[src/rtl/fht_seq_param.sv]
// Stage sequencer for a four-bank radix-2 FHT with run-time length and parametrised write latency.
// Defining FHT_ABORT_EN adds the iABORT input and oABORTED pulse output.
module fht_seq_param #(
    parameter int A_BIT   = 8,
    parameter int LEN_BIT = 4,
    parameter int WR_LAT  = 3,
    parameter int SEC_BIT = 9
) (
    input  logic               iCLK,
    input  logic               iRESET,
    input  logic               iSTART,
    input  logic [LEN_BIT-1:0] iLEN_LOG2,
`ifdef FHT_ABORT_EN
    input  logic               iABORT,
    output logic               oABORTED,
`endif
    output logic               oBUSY,
    output logic               oRDY,
    output logic               oDONE,
    output logic [LEN_BIT-1:0] oSTAGE,
    output logic               oST_ZERO,
    output logic               oST_LAST,
    output logic               o2ND_PART_SUBSEC,
    output logic [SEC_BIT-1:0] oSECTOR,
    output logic [A_BIT-1:0]   oADDR_RD_0,
    output logic [A_BIT-1:0]   oADDR_RD_1,
    output logic [A_BIT-1:0]   oADDR_RD_2,
    output logic [A_BIT-1:0]   oADDR_RD_3,
    output logic [A_BIT-1:0]   oADDR_WR_0,
    output logic [A_BIT-1:0]   oADDR_WR_1,
    output logic [A_BIT-1:0]   oADDR_WR_2,
    output logic [A_BIT-1:0]   oADDR_WR_3,
    output logic [A_BIT-1:0]   oADDR_COEF,
    output logic               oWE_A,
    output logic               oWE_B,
    output logic               oSOURCE_DATA,
    output logic               oSOURCE_CONT
);

    typedef enum logic [1:0] {S_IDLE, S_READ, S_FLUSH, S_DONE} state_t;

    // stage-time counter spans L read cycles plus up to 7 flush cycles
    localparam int CW = $clog2((1 << A_BIT) + 8);

    state_t                       r_state, w_next;
    logic [LEN_BIT-1:0]           r_len, r_stage, w_len_clamp, w_dlog;
    logic [CW-1:0]                r_cnt, w_L;
    logic [A_BIT-1:0]             w_cnt, w_mask, w_half, w_off, w_base, w_rd_x, w_sec_a;
    logic [A_BIT-1:0]             w_cnt_d, w_wr_lo, w_wr_hi, r_coef;
    logic [WR_LAT-1:0][A_BIT-1:0] r_cnt_pipe;
    logic [WR_LAT-1:0]            r_vld_pipe;
    logic                         r_src, r_cont, w_busy, w_mid, w_read_end, w_stage_end;
    logic                         w_last, w_abort, w_we, w_d_first;

    function automatic logic [A_BIT-1:0] f_bitrev(input logic [A_BIT-1:0] v);
        logic [A_BIT-1:0] r;
        for (int i = 0; i < A_BIT; i++) r[A_BIT-1-i] = v[i];
        return r;
    endfunction

`ifdef FHT_ABORT_EN
    logic r_aborted;
    assign w_abort  = iABORT && w_busy;
    assign oABORTED = r_aborted;
    always_ff @(posedge iCLK) begin
        if (!iRESET) r_aborted <= 1'b0;
        else         r_aborted <= w_abort;
    end
`else
    assign w_abort = 1'b0;
`endif

    always_comb begin
        w_len_clamp = iLEN_LOG2;
        if (iLEN_LOG2 < LEN_BIT'(2))          w_len_clamp = LEN_BIT'(2);
        else if (iLEN_LOG2 > LEN_BIT'(A_BIT)) w_len_clamp = LEN_BIT'(A_BIT);
    end

    assign w_L         = CW'(1) << r_len;
    assign w_read_end  = (r_cnt == w_L - CW'(1));
    assign w_stage_end = (r_cnt == w_L + CW'(WR_LAT - 1));
    assign w_last      = (r_stage == r_len + LEN_BIT'(1));
    assign w_busy      = (r_state == S_READ) || (r_state == S_FLUSH);
    assign w_mid       = w_busy && (r_stage != '0) && (r_stage <= r_len);

    // subsector size D = 2^w_dlog; direct stages span the whole bank
    assign w_dlog  = w_mid ? (r_len - r_stage + LEN_BIT'(1)) : r_len;
    assign w_mask  = ~({A_BIT{1'b1}} << w_dlog);
    assign w_half  = w_mid ? (A_BIT'(1) << (w_dlog - LEN_BIT'(1))) : '0;

    assign w_cnt   = (r_state == S_READ) ? r_cnt[A_BIT-1:0] : '0;
    assign w_off   = w_cnt & w_mask;
    assign w_base  = w_cnt & ~w_mask;
    assign w_rd_x  = w_mid ? (w_base + ((A_BIT'(0) - w_off) & w_mask)) : w_cnt;
    assign w_sec_a = w_cnt >> w_dlog;

    assign w_cnt_d   = r_cnt_pipe[WR_LAT-1];
    assign w_we      = r_vld_pipe[WR_LAT-1];
    assign w_d_first = ((w_cnt_d & w_half) == '0);
    assign w_wr_lo   = (w_mid && !w_d_first) ? (w_cnt_d - w_half) : w_cnt_d;
    assign w_wr_hi   = (w_mid &&  w_d_first) ? (w_cnt_d + w_half) : w_cnt_d;

    always_ff @(posedge iCLK) begin
        if (!iRESET) r_state <= S_IDLE;
        else         r_state <= w_next;
    end

    always_comb begin
        w_next = r_state;
        case (r_state)
            S_IDLE:  if (iSTART) w_next = S_READ;
            S_READ:  if (w_abort) w_next = S_IDLE;
                     else if (w_read_end) w_next = S_FLUSH;
            S_FLUSH: if (w_abort) w_next = S_IDLE;
                     else if (w_stage_end) w_next = w_last ? S_DONE : S_READ;
            default: w_next = S_IDLE;
        endcase
    end

    always_comb begin
        oBUSY = w_busy;
        oRDY  = !w_busy;
        oDONE = (r_state == S_DONE);
    end

    always_ff @(posedge iCLK) begin
        if (!iRESET) begin
            r_len      <= '0;
            r_stage    <= '0;
            r_cnt      <= '0;
            r_src      <= 1'b0;
            r_cont     <= 1'b1;
            r_coef     <= '0;
            r_cnt_pipe <= '0;
            r_vld_pipe <= '0;
        end else begin
            r_cont        <= !w_busy;
            r_coef        <= w_mid ? f_bitrev(w_sec_a) : '0;
            r_cnt_pipe[0] <= w_cnt;
            r_vld_pipe[0] <= (r_state == S_READ);
            for (int i = 1; i < WR_LAT; i++) begin
                r_cnt_pipe[i] <= r_cnt_pipe[i-1];
                r_vld_pipe[i] <= r_vld_pipe[i-1];
            end
            case (r_state)
                S_IDLE: if (iSTART) begin
                    r_len   <= w_len_clamp;
                    r_stage <= '0;
                    r_cnt   <= '0;
                end
                S_READ: r_cnt <= r_cnt + CW'(1);
                S_FLUSH: if (w_stage_end) begin
                    r_cnt <= '0;
                    if (!w_last) begin
                        r_stage <= r_stage + LEN_BIT'(1);
                        r_src   <= !r_src;
                    end
                end else begin
                    r_cnt <= r_cnt + CW'(1);
                end
                default: r_cnt <= '0;
            endcase
            // abort kills in-flight writes on the same edge
            if (w_abort) begin
                r_cnt      <= '0;
                r_vld_pipe <= '0;
            end
        end
    end

    assign oSTAGE           = r_stage;
    assign oST_ZERO         = w_busy && (r_stage == '0);
    assign oST_LAST         = w_busy && w_last;
    assign o2ND_PART_SUBSEC = w_mid && ((w_off & w_half) != '0);
    assign oSECTOR          = SEC_BIT'(w_sec_a);
    assign oADDR_RD_0       = w_cnt;
    assign oADDR_RD_2       = w_cnt;
    assign oADDR_RD_1       = w_rd_x;
    assign oADDR_RD_3       = w_rd_x;
    assign oADDR_WR_0       = w_wr_lo;
    assign oADDR_WR_1       = w_wr_lo;
    assign oADDR_WR_2       = w_wr_hi;
    assign oADDR_WR_3       = w_wr_hi;
    assign oADDR_COEF       = r_coef;
    assign oWE_A            = w_we &&  r_stage[0];
    assign oWE_B            = w_we && !r_stage[0];
    assign oSOURCE_DATA     = r_src;
    assign oSOURCE_CONT     = r_cont;

endmodule

[config.mk]
export PLATFORM = sky130hd
export DESIGN_NAME = fht_seq_param
export DESIGN_NICKNAME = d
export VERILOG_FILES = /design/src/rtl/fht_seq_param.sv
export SDC_FILE = /design/constraint.sdc
export NUM_CORES = 1
export LEC_CHECK = 0
export CORE_MARGIN = 5
export CORE_UTILIZATION = 53
export CTS_BUF_LIST = sky130_fd_sc_hd__clkbuf_16
export DETAILED_ROUTE_END_ITERATION = 8
export PLACE_DENSITY = 0.82
export SLEW_MARGIN = 20
export SYNTH_ARGS = -nofsm -noshare
export SYNTH_HDL_FRONTEND = slang
export SYNTH_SLANG_ARGS = --single-unit
[constraint.sdc]
create_clock -name iCLK -period 6.1 [get_ports iCLK]
set_input_delay 1.525 -clock iCLK [delete_from_list [all_inputs] [get_ports iCLK]]
set_output_delay 1.525 -clock iCLK [all_outputs]
set_load 0.005 [all_outputs]
==> impl.org, run 1 <==
** Yosys
- Dominant combinational cell family by area after synthesis :: simple AND/OR/NAND/NOR gates
- Proportion of synthesized flip-flops having asynchronous set or reset :: 0
- Synth Area per Inst :: ~7.7 µm²
- The share of synthesized area in the top cell type comes to 0.221.
- Share of the synthesized area in compound gates (AO/OA/AOI/OAI) :: 0.175
- The Yosys step of the flow raised 0 warnings.
- Portion of the post-synthesis area used by sequential elements :: 0.221
- After synthesis the netlist holds a flip-flop and latch count of 56.
- In this run, synthesis inferred 0 flip-flops with an integrated enable.
- Of the total synthesized cell area, the portion taken by full adders, half adders and majority gates is 0.120.
- Among all flip-flop cells after synthesis, the most frequent one is sky130_fd_sc_hd__dfxtp_1.
- Of the total synthesized cell area, the portion taken by AND, OR, NAND and NOR gates is 0.248.
- Netlist area before placement :: approximately 5100 µm²
- The largest total area in the synthesized netlist belongs to sky130_fd_sc_hd__dfxtp_1.
- Gate count of the mapped netlist :: roughly 660
- Top post-synthesis cells by count :: 67 x sky130_fd_sc_hd__nand2_1, 56 x sky130_fd_sc_hd__dfxtp_1, 45 x sky130_fd_sc_hd__nor2_1
- Multiplexer share of the synthesized area :: 0.0289
- Yosys mapped the design onto 66 distinct sky130hd cell types.
- Synth Area in XOR/XNOR :: 0.102
- The number of nets in the synthesized netlist is between 700 and 800.
- Leading post-synthesis cells by cell area :: sky130_fd_sc_hd__dfxtp_1 22%, sky130_fd_sc_hd__ha_1 10%, sky130_fd_sc_hd__xnor2_1 5.5%, sky130_fd_sc_hd__buf_4 5.0%, sky130_fd_sc_hd__nand2_1 5.0%
- Most frequent cell after synthesis :: sky130_fd_sc_hd__nand2_1

** Finish
- N_diodes :: 0
- At the end of the flow the core is filled with cells to 0.684.
- Post-route design area :: between 6000 and 7000 µm²
- Layout Cells excl Fill :: around 850
- After the last flow step, the layout net total stands at approximately 780.
- In the final layout, the share of cells above drive strength 1 is 0.110.
- Area added between synthesis and finish :: 25.3%

** Status
- The run finished with clean final reports.

** Timing
- The worst pin sits at a relative slew slack of 0.505.
- Across all setup checks in the final design, the least slack found is between 0.1 and 0.15 ns.
- Setup repair after global routing missed its margin :: true
- Across all hold checks on the routed design, the worst slack comes to between 0.4 and 0.5 ns.
- Setup total negative slack on the finished layout was measured at 0 ns.
- Setup-failing EPs final :: 0
- Setup skew after layout :: 0.00852 ns
- Max Slew Vio Count :: 0
- Of the available clock period, the critical path in the final layout requires 0.983.
- Number of failing hold endpoints at the final stage :: 0
- Max Freq :: roughly 170 MHz
- Worst slew pin tran :: roughly 0.74 ns
- For the finished layout, the period the worst path requires is between 5 and 6 ns.

** Floorplanning
- Number of ports placed on the die boundary :: 102
- The die covers ~12,000 µm².
- The initial utilization of the core area, before any placement, comes to 0.546.
- From left edge to right edge, the die measures 108 µm.
- The floorplan step defined a core boundary enclosing roughly 9300 µm².
- Number of rows in the core area :: 35
- In this run the vertical extent of the chip is roughly 110 µm.

** Setup path
- The critical path is of the reg2out type.
- Launch point of the worst reg-to-reg path :: r_len[2]$_SDFFE_PN0P_
- Data arrives at the worst endpoint at roughly 4.5 ns.
- Reg-to-reg critical path endpoint :: oSTAGE[3]$_SDFFE_PN0P_
- R2r setup slk :: 2.30 ns
- Data on the critical path is required at its endpoint by ~4.6 ns.
- Critical path peak fanout :: 4
- STA classifies the critical path endpoint as a primary output.
- Cell count of the worst reg-to-reg path :: 14
- Kind of start point of the critical path :: register

** Clock tree
- TritonCTS clock tree :: yes
- The longest clock path from root to sink contains 2 buffers.
- Clock tree synthesis selected as its root buffer the cell sky130_fd_sc_hd__clkbuf_16.
- The clock tree synthesis step divided the H-tree into 2 levels.
- CTS Sinks :: 56
- TritonCTS buffer count :: 5
- Clock-pin slew was measured on the worst setup and hold paths at 0.08 ns.
- In this run, post-CTS hold repair placed 0 buffers.
- Later-pin clock latency in the skew report :: a little under 0.3 ns

** GRT
- The number of global-route vias before repair came to roughly 4.7k.
- Initial antenna violation count :: 0
- For this run the aggregate overflow at the end of global routing stands at 0.
- Global-route usage over all layers :: 0.249
- Largest net degree at the start of global routing :: 40
- Wire length of the first global-routing pass :: between 20 and 25 mm

** Pwr
- Leakage component of the power :: 2.78 nW
- VDD IR max :: about 180 µV
- Sum of internal, switching and leakage power :: between 1 and 1.5 mW
- Ratio of total power to cell area :: roughly 210 nW/µm²

** Detailed routing
- Wires add up to ~15 mm.
- Routed met2 length :: around 7 mm
- Remaining DRCs :: 0
- Before antenna repair, the detailed router went through 5 iterations.
- The detailed router placed ~4.8k vias in this run.
- In the final routed layout, each cell accounts on average for roughly 17 µm.
- Detailed-route wire length on metal 1 :: 6.28 mm
- Antenna Violating Nets Remaining :: 0
- In this run the top signal layer used is met4.
- Using the TritonRoute via totals, the vias-per-cell ratio works out to 5.57.
- Drt initial violations :: 268
- Sum of met3 wire segment lengths after detailed routing :: just over 800 µm

** Hold path
- Endpoint, Worst Hold :: w_cnt_d[1]$_SDFF_PN0_
- Worst Min Path Start :: r_cnt_pipe[9]$_SDFF_PN0_
- Along the worst hold path, the cell count comes to 1.
- The min-delay analysis places its worst path in the category reg2reg.

** Placed design
- At the end of routability-driven placement, the weighted congestion stood at roughly 0.95.
- Post-placement worst setup slack :: 0.125 ns
- The placed instances occupy a cell area of about 6000 µm².
- Summed over all nets, the half-perimeter wirelength after detailed placement is ~11 mm.
- Port Buffer Count :: 100
- Total placed cells including tap cells :: 840

** Job
- Across the run, the number of max-cap violations was 0.
-- registers in the layout (all words and copies together), names as in the netlist --
signal and flops:
r_len 4, oSTAGE 4, oSOURCE_CONT 1, oSOURCE_DATA 1
r_vld_pipe 3, oADDR_COEF 8, r_cnt_pipe 16, r_cnt 9
r_state 2, w_cnt_d 8
-- power by group --
part	leakage [nW]	switching, mW	internal [mW]
Clock	0.0767	0.144	0.159
Sequential	0.454	0.0168	0.383
Combinational	2.25	0.378	0.270
-- worst max-delay path: stages, from the launching register on --
cell and delay, ns:
sky130_fd_sc_hd__dfxtp_2 0.33, sky130_fd_sc_hd__inv_1 0.06, sky130_fd_sc_hd__ha_1 0.32, sky130_fd_sc_hd__inv_1 0.07, sky130_fd_sc_hd__ha_1 0.13, sky130_fd_sc_hd__inv_1 0.05, sky130_fd_sc_hd__fa_2 0.40, sky130_fd_sc_hd__xor3_2 0.29
sky130_fd_sc_hd__nand2_2 0.15, sky130_fd_sc_hd__nor4_2 0.06, sky130_fd_sc_hd__a31oi_2 0.19, sky130_fd_sc_hd__nand2_1 0.12, sky130_fd_sc_hd__ha_2 0.22, sky130_fd_sc_hd__inv_2 0.09, sky130_fd_sc_hd__a211oi_2 0.05, sky130_fd_sc_hd__or3b_4 0.46
sky130_fd_sc_hd__xnor2_4 0.15, sky130_fd_sc_hd__and4_4 0.24, sky130_fd_sc_hd__o2111ai_1 0.13, sky130_fd_sc_hd__nand3b_1 0.14, sky130_fd_sc_hd__clkdlybuf4s50_1 0.52
-- per-layer routing --
layer | vias to the layer above | GRT usage
li1 | 2350 | -
met1 | 2212 | 0.303
met2 | 162 | 0.433
met3 | 37 | 0.0516
met4 | 0 | 0.0839
met5 | - | 0
-- cells by family (layout without fill, tap and decap cells) --
| family | Yosys count | in the layout |
|---|---|---|
| xor+xnor | 55 | 55 |
| mux | 14 | 14 |
| other cells | 2 | 2 |
| compound gates | 133 | 133 |
| buf+inv | 105 | 174 |
| flops | 56 | 56 |
| fa+ha+maj | 46 | 46 |
| simple gates | 245 | 245 |
-- cell type report --
class	count	area (µm²)
multi-input cells	495	3550
fillers	822	2930
repair buffers	126	1210
flip-flops and latches	56	1130
well taps	129	161
inverters	40	150
clock buffers	5	125
clock inverters	3	28.8
-- layout by cell type (no fill, tap or decap), drive strengths merged, types with 26 or more instances in the layout --
cell type / instances
a21oi: 33
buf: 26
clkdlybuf4s50: 93
dfxtp: 56
ha: 42
inv: 42
nand2: 67
nor2: 45
o21ai: 35
xnor2: 35
-- worst max path at each step --
stage | startpoint | to | slack [ns] | cells past startpoint
detailed placement | oSTAGE[2]$_SDFFE_PN0P_ | oADDR_WR_2[6] | 0.13 | 19
floorplan | r_len[1]$_SDFFE_PN0P_ | oADDR_WR_1[7] | 0.72 | 21
CTS | oSTAGE[3]$_SDFFE_PN0P_ | oADDR_WR_0[7] | 0.009 | 17
global placement | oSTAGE[2]$_SDFFE_PN0P_ | oADDR_WR_2[6] | 0.30 | 19
global route | r_len[1]$_SDFFE_PN0P_ | oADDR_RD_1[7] | -0.12 | 20
finish | r_len[1]$_SDFFE_PN0P_ | oADDR_RD_1[7] | 0.10 | 20
-- what timing repair did --
action                     4_1_cts  5_1_grt
setup buffers                    1        5
resized for setup                6       35
setup endpoints to repair       14       42
pin swaps                        1       12
(Power assumes the default switching activity.)
==> run 2: changes to the inputs <==
--- a/config.mk
+++ b/config.mk
@@ -6,10 +6,10 @@
 export NUM_CORES = 1
 export LEC_CHECK = 0
 export CORE_MARGIN = 5
-export CORE_UTILIZATION = 53
+export CORE_UTILIZATION = 48
 export CTS_BUF_LIST = sky130_fd_sc_hd__clkbuf_16
 export DETAILED_ROUTE_END_ITERATION = 8
-export PLACE_DENSITY = 0.82
+export PLACE_DENSITY = 0.78
 export SLEW_MARGIN = 20
 export SYNTH_ARGS = -nofsm -noshare
 export SYNTH_HDL_FRONTEND = slang
==> constraint.sdc (replaced) <==
create_clock -name iCLK -period 5.2 [get_ports iCLK]
set_input_delay 1.3 -clock iCLK [delete_from_list [all_inputs] [get_ports iCLK]]
set_output_delay 1.3 -clock iCLK [all_outputs]
set_load 0.005 [all_outputs]
==> run 2 against run 1 <==
  * The flow now finishes with violations (setup timing)
  * Register-to-register slack lost 0.98 ns
  * Clock power up 16%
  * Non-clock buffer count is 58 higher
  * Worst hold slack lost 0.0039 ns
  * Count of clock-buffer cells in the layout unchanged
  * Wire length increased by 9.1%
  * Critical path depth grew 3
  * Combinational power rose by 34%
  * Sequential cell count stayed put
  * Final cell count rose by 7.6%
  * Global-route usage decreased by 1.4 points
==> impl.org, run 2 (same netlist as run 1, synthesis figures left out) <==
** Clock tree
- The clock transition time at the flip-flop clock pins of the worst setup and hold paths is 0.08 ns (about the same).
- The clock latency of the later-clocked register in the worst-skew pair is 0.30 ns (about the same).
- TritonCTS buffer count :: 5 (unchanged)
- CTS Sinks :: 56 (unchanged)
- TritonCTS clock tree :: yes
- Count of H-tree levels built during CTS :: 2 (unchanged)
- CTS Root Buffer Type :: sky130_fd_sc_hd__clkbuf_16
- CTS max path bufs :: 2 (unchanged)
- The total of hold buffers inserted after clock tree synthesis came to 0 (unchanged).

** Hold path
- The path with the worst hold slack has its endpoint at w_cnt_d[5]$_SDFF_PN0_.
- The worst hold path cell count is 1 (unchanged).
- In this run the most critical hold path is launched from r_cnt_pipe[13]$_SDFF_PN0_.
- Type of the most critical hold path :: reg2reg

** Placed design
- Post-placement worst setup slack :: -0.304 ns (-0.429 ns)
- Final weighted congestion in routability-driven placement :: 0.909 (-4.2%)
- The number of input and output port buffers inserted came to 100 (unchanged).
- Total placed cells including tap cells :: 890 (+6.0%)
- The detailed placement HPWL came to 12.0 mm (+4.5%).

** Detailed routing
- The number of DRC violations after detailed-routing iteration 0 is 386 (+44%).
- Routed vias :: 5,189 (+9.0%)
- Drt first pass iters :: 8 (+3)
- The total routed wirelength was 16.1 mm (+9.1%).
- Antenna Violating Nets Remaining :: 0 (unchanged)
- The via count normalized by instance count is 5.65 (+1.3%).
- Remaining DRCs :: 0 (unchanged)
- The wire length per cell after detailed routing is 17.5 µm (+1.4%).

** Finish
- Commonest cells after routing, fill and taps aside :: 76 x sky130_fd_sc_hd__buf_4, 59 x sky130_fd_sc_hd__nand2_1, 54 x sky130_fd_sc_hd__clkdlybuf4s50_1
- The number of flip-flops in the largest register is 16 (unchanged).
- Share of post-route cells with drive strength above 1 :: 0.254 (+0.144)
- Leaving out fill and tap cells, the most frequent cell in the layout is sky130_fd_sc_hd__buf_4.
- The total number of nets in the final design is 835 (+7.5%).
- Ranked by flip-flop count, first place goes to r_cnt_pipe.
- The area growth from synthesis to layout is 37.5%.
- Layout Cells excl Fill :: 919 (+7.6%)
- The total inserted antenna cells was 0 (unchanged).
- Registers with the most flip-flops :: r_cnt_pipe: 16 flops, r_cnt: 9 flops

** Setup path
- The sum of buffers and inverters on the critical path came to 8 (+3).
- STA classifies the critical path startpoint as a register.
- The number of cells on the worst reg-to-reg path is 15 (+1).
- The endpoint identified for the worst register-to-register timing path is oSTAGE[2]$_SDFFE_PN0P_.
- Worst setup path startpoint :: r_len[1]$_SDFFE_PN0P_
- The largest fanout of any net on the critical path is 3 (-1).
- The number of logic stages on the critical path including buffering came to 23 (+15%).
- Cell with the largest stage delay on the worst path :: sky130_fd_sc_hd__dfxtp_2
- Dominant delay contributor by cell family on the critical path :: adder cells
- The required time at the worst-slack endpoint came to 3.90 ns (-0.68 ns).
- Launch point of the worst reg-to-reg path :: r_len[0]$_SDFFE_PN0P_
- The worst setup path is of the reg2out kind.
- The minimum setup slack among reg-to-reg paths was 1.32 ns (-0.98 ns).
- Arrival time at the worst endpoint :: 3.99 ns (-0.48 ns)
- STA classifies the critical path endpoint as a primary output.
- Slowest stage delay, CP :: 0.34 ns (-0.18 ns)
- Crit path cell chain :: inv_2, ha_4, inv_4, ha_4, inv_2, fa_2, xor3_2, nand2_2, buf_6, nor2_4, nand3_2, buf_6, inv_1, ha_1, nor2b_1, o21ai_1, nand2b_1, a21o_1, a21oi_2, xnor2_2, a21oi_2, buf_4, dlygate4sd2_1

** Timing
- Setup repair after global routing missed its margin :: true
- The count of final hold-check violations is 0 (unchanged).
- Max-Slew Margin vs Limit :: 0.469 (-0.0366)
- The worst setup skew after layout came to 0.00987 ns (+0.00135 ns).
- Final min period :: 5.29 ns
- Max Freq :: 189 MHz
- The count of final max-slew check failures came to 0 (unchanged).
- The count of endpoints failing setup in the final report is 3 (+3).
- The actual transition at the worst max-transition pin was 0.795 ns (+0.0590 ns).
- Of the available clock period, the critical path in the final layout requires 1.02.
- The setup slack of the critical path after layout came to -0.0856 ns (-0.189 ns).

** Floorplanning
- Chip Height :: 113 µm (+4.6%)
- Area of the placeable core :: 10,300 µm² (+11%)
- The starting density of the core was 0.491 (-0.0550).
- Number of ports placed on the die boundary :: 102 (unchanged)
- Number of rows in the core area :: 37 (+5.7%)
- The die width was 113 µm (+4.6%).
- Die area :: 12,700 µm² (+9.4%)

** GRT
- Grt ovf :: 0 (unchanged)
- Global-route usage over all layers :: 0.235 (-0.0138)
- The pin count of the biggest net entering global routing is 31 (-23%).
- The number of antenna violations at the first check in global routing is 0 (unchanged).
- Via count of the first global-routing pass :: 4,886 (+4.6%)
- Wire length of the first global-routing pass :: 24.6 mm (+5.3%)

** Status
- The checks that failed: setup timing.
- The run finished, with violations left.

** Pwr
- Leakage component of the power :: 3.22 nW (+16%)
- The worst vdd rail ir drop came to 160 µV (-13%).
- The power density over the cells is 242 nW/µm² (+14%).
- Sum of internal, switching and leakage power :: 1.69 mW (+25%)

** Job
- The max-cap check violation count is 0 (unchanged).
==> run 2: cell types whose count changed in the layout (fill, tap and decap cells not counted), sizes merged <==
cell	before	now
clkinv	1	2
buf	26	96
dlygate4sd2	1	23
clkdlybuf4s15	0	2
inv	42	41
dlymetal6s2s	6	4
clkdlybuf4s50	93	54
clkbuf	5	10
==> run 2: per-layer routing <==
layer | share of wire | track usage | vias up
met2 | 0.51 | 0.435 | 242
li1 | - | - | 2461
met1 | 0.39 | 0.278 | 2435
met5 | 0 | 0 | -
met4 | 0.033 | 0.0737 | 0
met3 | 0.072 | 0.0326 | 51
==> run 2: per-stage QoR <==
stage / hold slack [ns] / utilization / instance area [µm²] / TNS [ns]
after global placement: 0.413 / 0.614 / 6340 / -1.44
after floorplan: 0.412 / - / 5070 / 0
final: 0.435 / 0.675 / 6970 / -0.153
after CTS: 0.437 / 0.638 / 6580 / -0.256
after global routing: 0.450 / 0.675 / 6970 / -2.13
after detailed placement: 0.419 / 0.614 / 6340 / -5.52
==> run 2: cell type report <==
class,count,area (µm²)
clock buffer,5,125
tap,136,170
clock inverter,3,25.0
multi-input combinational,495,3810
fill,836,3360
inverter,40,155
timing repair buffer,184,1560
sequential,56,1120
==> run 2: what timing repair did <==
action | CTS | global route
gates resized for setup | 106 | 98
cloned | 0 | 1
pin swaps | 11 | 18
buffers inserted | 8 | 12
endpoints found under the hold margin | 0 | 0
endpoints found under the setup margin | 46 | 49
==> run 2: how the worst max path moves through the flow <==
stage	to	slack [ns]
2_1_floorplan	oADDR_WR_1[7]	0.04
3_3_place_gp	oADDR_RD_3[6]	-0.16
3_5_place_dp	oADDR_RD_1[6]	-0.30
4_1_cts	oADDR_WR_2[6]	-0.11
5_1_grt	oADDR_WR_2[6]	-0.24
6_report	oADDR_WR_2[6]	-0.09
==> run 2: power breakdown <==
| group | leakage [nW] | switching, mW | internal (mW) |
|---|---|---|---|
| Clock | 0.0761 | 0.166 | 0.183 |
| Sequential | 0.454 | 0.0197 | 0.449 |
| Combinational | 2.69 | 0.482 | 0.385 |
| Total | 3.22 | 0.668 | 1.02 |
